[src/rtl/ahblite_cmd_master.sv]
`default_nettype none
// ============================================================================
//  Module      : ahblite_cmd_master
//  Description : AHB-Lite initiator. Converts a valid/ready command stream of
//                single reads/writes into SINGLE NONSEQ transfers with
//                overlapped address/data phases, and returns in-order
//                responses through a two-entry response FIFO.
//  Revision    : 1.0 - initial release
// ============================================================================
module ahblite_cmd_master #(
   parameter logic [3:0] HPROT_VAL = 4'b0011,
   parameter int         RSP_DEPTH = 2
) (
   input  logic        HCLK,
   input  logic        HRESET,
   // command stream
   input  logic        cmd_valid,
   output logic        cmd_ready,
   input  logic        cmd_write,
   input  logic [31:0] cmd_addr,
   input  logic [1:0]  cmd_size,
   input  logic [31:0] cmd_wdata,
   // response stream
   output logic        rsp_valid,
   input  logic        rsp_ready,
   output logic [31:0] rsp_rdata,
   output logic        rsp_err,
   // AHB-Lite master
   output logic [31:0] HADDR,
   output logic [1:0]  HTRANS,
   output logic        HWRITE,
   output logic [2:0]  HSIZE,
   output logic [2:0]  HBURST,
   output logic [3:0]  HPROT,
   output logic        HMASTLOCK,
   output logic [31:0] HWDATA,
   input  logic [31:0] HRDATA,
   input  logic        HREADY,
   input  logic        HRESP
);

   typedef enum logic [0:0] {
      RUN  = 1'b0,
      ERR1 = 1'b1
   } state_t;

   state_t      state;
   state_t      state_nxt;

   // Address slot: either a real bus transfer (ap_bus) or a locally rejected
   // command (ap_rej) waiting for its turn to report an error in order.
   // HADDR/HWRITE/HSIZE/ap_wdata hold the bus command, and also serve as the
   // held command while an ERROR response is being completed.
   logic        ap_bus;
   logic        ap_rej;
   logic [31:0] ap_wdata;
   logic        held_valid;

   // Data slot
   logic        dp_bus;
   logic        dp_rej;
   logic        dp_write;

   // Response FIFO and credit counter
   logic [32:0] fifo_mem [RSP_DEPTH];
   logic        wr_ptr;
   logic        rd_ptr;
   logic [1:0]  fifo_cnt;
   logic [1:0]  inflight;

   logic        cmd_bad;
   logic        accept;
   logic        pop;
   logic        push;
   logic        push_err;
   logic [31:0] push_rdata;
   logic        err_start;
   logic        err_done;
   logic        dp_done;
   logic        dp_free;
   logic        ap_bus_adv;
   logic        ap_rej_adv;
   logic        ap_to_held;
   logic        ap_free;

   assign HTRANS    = ap_bus ? 2'b10 : 2'b00;
   assign HBURST    = 3'b000;
   assign HPROT     = HPROT_VAL;
   assign HMASTLOCK = 1'b0;

   // Illegal size or misaligned address: accepted, but answered locally
   assign cmd_bad = (cmd_size == 2'd3) ||
                    ((cmd_size == 2'd1) && cmd_addr[0]) ||
                    ((cmd_size == 2'd2) && (cmd_addr[1:0] != 2'b00));

   assign err_start  = (state == RUN) && dp_bus && HRESP && !HREADY;
   assign err_done   = (state == ERR1) && HREADY;
   assign dp_done    = dp_rej || (dp_bus && HREADY);
   assign dp_free    = (!dp_bus && !dp_rej) || dp_done;
   assign ap_bus_adv = ap_bus && HREADY;
   assign ap_rej_adv = ap_rej && dp_free;
   assign ap_to_held = ap_bus && err_start;
   assign ap_free    = (!ap_bus && !ap_rej) || ap_bus_adv || ap_rej_adv;

   assign cmd_ready = !held_valid && ap_free && (state != ERR1) &&
                      (inflight < 2'(RSP_DEPTH));
   assign accept    = cmd_valid && cmd_ready;

   assign rsp_valid = (fifo_cnt != 2'd0);
   assign rsp_rdata = rsp_valid ? fifo_mem[rd_ptr][31:0] : 32'h0;
   assign rsp_err   = rsp_valid && fifo_mem[rd_ptr][32];
   assign pop       = rsp_valid && rsp_ready;

   assign push       = dp_done;
   assign push_err   = dp_rej || (state == ERR1) || HRESP;
   assign push_rdata = (push_err || dp_write) ? 32'h0 : HRDATA;

   // FSM state register
   always_ff @(posedge HCLK) begin
      if (HRESET) state <= RUN;
      else        state <= state_nxt;
   end

   // FSM next state: enter ERR1 on the first ERROR cycle, leave on its second
   always_comb begin
      state_nxt = state;
      case (state)
         RUN:     if (err_start) state_nxt = ERR1;
         ERR1:    if (HREADY)    state_nxt = RUN;
         default: state_nxt = RUN;
      endcase
   end

   // Address slot: load on accept, reissue held command, park on error
   always_ff @(posedge HCLK) begin
      if (HRESET) begin
         ap_bus     <= 1'b0;
         ap_rej     <= 1'b0;
         held_valid <= 1'b0;
         HADDR      <= 32'h0;
         HWRITE     <= 1'b0;
         HSIZE      <= 3'b000;
         ap_wdata   <= 32'h0;
      end else if (accept) begin
         ap_bus <= !cmd_bad;
         ap_rej <= cmd_bad;
         if (!cmd_bad) begin
            HADDR    <= cmd_addr;
            HWRITE   <= cmd_write;
            HSIZE    <= {1'b0, cmd_size};
            ap_wdata <= cmd_wdata;
         end
      end else if (err_done && held_valid) begin
         ap_bus     <= 1'b1;
         held_valid <= 1'b0;
      end else if (ap_to_held) begin
         ap_bus     <= 1'b0;
         held_valid <= 1'b1;
      end else begin
         if (ap_bus_adv) ap_bus <= 1'b0;
         if (ap_rej_adv) ap_rej <= 1'b0;
      end
   end

   // Data slot: follows the address slot, retires on completion
   always_ff @(posedge HCLK) begin
      if (HRESET) begin
         dp_bus   <= 1'b0;
         dp_rej   <= 1'b0;
         dp_write <= 1'b0;
         HWDATA   <= 32'h0;
      end else if (ap_bus_adv) begin
         dp_bus   <= 1'b1;
         dp_rej   <= 1'b0;
         dp_write <= HWRITE;
         HWDATA   <= HWRITE ? ap_wdata : 32'h0;
      end else if (ap_rej_adv) begin
         dp_bus   <= 1'b0;
         dp_rej   <= 1'b1;
         dp_write <= 1'b0;
      end else if (dp_done) begin
         dp_bus   <= 1'b0;
         dp_rej   <= 1'b0;
      end
   end

   // Response FIFO; credits guarantee a free entry whenever a push occurs
   always_ff @(posedge HCLK) begin
      if (HRESET) begin
         wr_ptr   <= 1'b0;
         rd_ptr   <= 1'b0;
         fifo_cnt <= 2'd0;
      end else begin
         if (push) begin
            fifo_mem[wr_ptr] <= {push_err, push_rdata};
            wr_ptr           <= ~wr_ptr;
         end
         if (pop) rd_ptr <= ~rd_ptr;
         fifo_cnt <= fifo_cnt + {1'b0, push} - {1'b0, pop};
      end
   end

   // Commands in flight: counted from accept until their response is popped
   always_ff @(posedge HCLK) begin
      if (HRESET) inflight <= 2'd0;
      else        inflight <= inflight + {1'b0, accept} - {1'b0, pop};
   end

endmodule
`default_nettype wire
[config.mk]
export PLATFORM = sky130hd
export DESIGN_NAME = ahblite_cmd_master
export DESIGN_NICKNAME = d
export VERILOG_FILES = /design/src/rtl/ahblite_cmd_master.sv
export SDC_FILE = /design/constraint.sdc
export NUM_CORES = 1
export LEC_CHECK = 0
export ABC_AREA = 1
export CAP_MARGIN = 20
export CORE_UTILIZATION = 39
export CTS_CLUSTER_SIZE = 8
export DETAILED_ROUTE_END_ITERATION = 10
export GPL_TIMING_DRIVEN = 0
export PLACE_DENSITY = 0.75
export SLEW_MARGIN = 40
export SYNTH_ARGS = -nofsm -noshare
export SYNTH_HDL_FRONTEND = slang
export SYNTH_SLANG_ARGS = --single-unit
[constraint.sdc]
create_clock -name HCLK -period 3.1 [get_ports HCLK]
set_input_delay 0.31 -clock HCLK [delete_from_list [all_inputs] [get_ports HCLK]]
set_output_delay 0.31 -clock HCLK [all_outputs]
set_load 0.02 [all_outputs]
==> impl_metrics.yaml, run 1 <==
timing:
  grt_setup_unrepaired: "no"
  fin_skew_ps: 11.5
  post-route-min-period_ps: 2780
  setup_viol: 0
  final-hold-violation-count: 0
  fin_tns_setup_ps: 0
  tightest_slew_ps: 759
  fin_crit_sh: 0.898
  hold_slack_ps: 455
  slew_headroom: 0.493
  setup_slack_ps: 317
  max_freq_ghz: 0.359
  maxSlewViolCount: 0
yosys:
  yosys.area_share.simple: 0.249
  yosys_warnings: 0
  synth_seq_cells: 179
  muxShareOfSynthArea: 0
  syn_avg_cell_area_sq_um: 8.27
  yosys.area_share.adder: 0.00682
  synth-compound-area-share: 0.0578
  synth_seq_area_share: 0.578
  yosysUniqueCellTypes: 27
  syn_inst: 887
  synth_xor_area_frac: 0.00239
  syn_area_sq_um: 7340
  synth_top_family_by_area: "simple AND/OR/NAND/NOR gates"
power:
  power.density_nw_per_um2: 746
  power_mw: 7.75
  vdd.ir_drop.worst_mv: 0.397
  p_leak_nw: 4.55
grt:
  grt_use_total: 0.185
  antenna_found_initial: 0
  grt_pass1_wl_mm: 28.2
  grt_start_max_net_pins: 34
  grt_pass1_vias: 5963
  grt_overflow: 0
floorplan:
  row_count: 49
  die_area_sq_um: 19400
  core_area_sq_um: 18200
  die_w_um: 139
  pin_count: 218
  fp.dieH_um: 139
  start_util: 0.403
layout:
  area_growth_pct: 41.5
  fill_cells: 1614
  final_cell_mix: "nand2_1 (216), clkdlybuf4s50_1 (207), nor2_1 (145)"
  insertedDiodeCount: 0
  final_nets: 1233
  drive_above_1_share: 0.0985
  final_common_cell: "nand2_1"
route:
  first_iter_violations: 248
  first_pass_iters: 9
  wl_per_cell_um: 12.9
  postRouteAntennaNets: 0
  via_count: 6031
  avgViaCountPerCell: 4.42
  wl_mm: 17.6
  drc: 11
worst_setup_path:
  critPathCaptureType: "output pin"
  cp_cell_sequence: "clkbuf_1 > inv_1 > buf_1 > nand2_1 > a21oi_1 > clkdlybuf4s50_1"
  critPathArrivalTime_ps: 2470
  crit_path_start_kind: "register"
  timing.critical_path.required_ps: 2790
  path_class: "register to output pin"
  slowest_stage: "clkdlybuf4s50_1"
  max_stage_delay_ps: 650
  critical_path.max_fanout: 10
clock_tree:
  post_cts_resize_count: 0
  postCtsSetupRepairBufs: 0
  cts_tree: "yes"
  insertion_delay_ps: 430
  clockBufferDepth: 2
  root_buffer: "clkbuf_16"
  cts_buffers: 17
  path_clk_slew_ps: 80
  holdBufCountCts: 0
  h-tree-depth: 4
  clock_sinks: 179
placed_design:
  numPortBuffers: 207
  dpl.hpwl_mm: 12.6
  routabilityCongestion: 0.780
  pre_cts_ws_ps: 159
worst_hold_path:
  hp-class: "primary input to register"
outcome:
  status: "finished with violations"
  violations: "design-rule violations"
flow_run:
  cap_viol_max_count: 0
-- critical path, delay by kind of cell, from the launching register on --
| family | cells | cell delay [ps] |
|---|---|---|
| AO/OA/AOI/OAI | 1 | 200 |
| buffers and inverters | 4 | 1450 |
| flip-flops | 1 | 300 |
| AND/OR/NAND/NOR | 1 | 100 |
-- flip-flops by register name (all words and copies together) (netlist names), named ones only --
register / cells
held_valid: 1
fifo_cnt: 2
HWRITE: 1
wr_ptr: 1
dp_rej: 1
HWDATA: 32
ap_bus: 1
ap_wdata: 32
inflight: 2
state: 1
rd_ptr: 1
HADDR: 32
fifo_mem: 66
dp_bus: 1
dp_write: 1
ap_rej: 1
HSIZE: 2
-- stage by stage --
stage / util / area, sq um / instances
after global routing: 0.570 / 10400 / 1366
after floorplan: - / 7370 / 895
final: 0.570 / 10400 / 1366
after global placement: 0.534 / 9730 / 1331
after detailed placement: 0.537 / 9780 / 1334
after CTS: 0.570 / 10400 / 1366
-- routing by layer --
layer / vias up / global-route usage / routed length, um
li1: 3174 / - / -
met1: 2659 / 0.206 / 7290
met2: 177 / 0.326 / 8610
met3: 21 / 0.0608 / 1320
met4: 0 / 0.0708 / 332
met5: - / 0 / 0
-- cell families after synthesis --
kind of cell | count (synthesis)
XOR/XNOR | 2
flip-flops | 179
other | 2
AND/OR/NAND/NOR | 442
adder cells (fa/ha/maj) | 4
AO/OA/AOI/OAI | 79
buffers and inverters | 179
-- where the power goes --
| group | internal, mW | leakage [nW] | switching (mW) |
|---|---|---|---|
| logic | 1.10 | 2.72 | 1.59 |
| registers | 2.76 | 1.53 | 0.127 |
| clock network | 1.17 | 0.301 | 1.00 |
| total | 5.03 | 4.55 | 2.72 |
-- area by class of cell --
type                    count  area [sq um]  area share
plain buffers              57           313      0.0301
clock buffers              20           478      0.0460
clock inverters            12           128      0.0123
inverters                 122           458      0.0441
multi-input cells         537          2360       0.228
flip-flops and latches    179          4240       0.409
well taps                 229           287      0.0276
repair buffers            210          2110       0.203
-- cells in the mapped netlist --
master	number	share of area
a21boi_0	1	0.0010
a21oi_1	40	0.027
a21oi_2	1	0.0012
a22oi_1	8	0.0082
buf_1	3	0.0015
buf_2	10	0.0068
buf_4	11	0.011
buf_6	6	0.0092
clkbuf_1	27	0.014
conb_1	2	0.0010
dfxtp_1	113	0.31
edfxtp_1	66	0.27
ha_1	4	0.0068
inv_1	120	0.061
inv_2	2	0.0010
nand2_1	216	0.11
nand2_2	2	0.0017
nand3_1	32	0.022
nand4_1	1	0.00085
nand4_2	1	0.0017
nor2_1	145	0.074
nor2_2	41	0.035
nor3_1	3	0.0020
o211ai_1	1	0.0010
o21ai_0	28	0.019
or2_2	1	0.00085
xor2_1	2	0.0024
-- path summary, 6_finish.rpt --
| check | start | slack (ps) | cells after the start | end |
|---|---|---|---|---|
| max | register | 320 | 6 | rsp_rdata[22] |
| min | cmd_wdata[15] | 460 | 3 | ap_wdata[15]$_SDFFE_PP0P_ |
| max reg2reg | fifo_cnt[0]$_SDFF_PP0_ | 950 | 10 | inflight[1]$_SDFF_PP0_ |
| min reg2reg | fifo_cnt[1]$_SDFF_PP0_ | 470 | 1 | fifo_cnt[1]$_SDFF_PP0_ |
Power figures use the tool's default switching activity.
==> run 2, diff against run 1 <==
--- a/config.mk
+++ b/config.mk
@@ -8,10 +8,12 @@
 export ABC_AREA = 1
 export CAP_MARGIN = 20
 export CORE_UTILIZATION = 39
+export CTS_CLUSTER_DIAMETER = 80
 export CTS_CLUSTER_SIZE = 8
 export DETAILED_ROUTE_END_ITERATION = 10
 export GPL_TIMING_DRIVEN = 0
 export PLACE_DENSITY = 0.75
+export SKIP_LAST_GASP = 1
 export SLEW_MARGIN = 40
 export SYNTH_ARGS = -nofsm -noshare
 export SYNTH_HDL_FRONTEND = slang
==> results of run 2 <==
No change in the layout: final DEF, timing and power equal those of run 1.
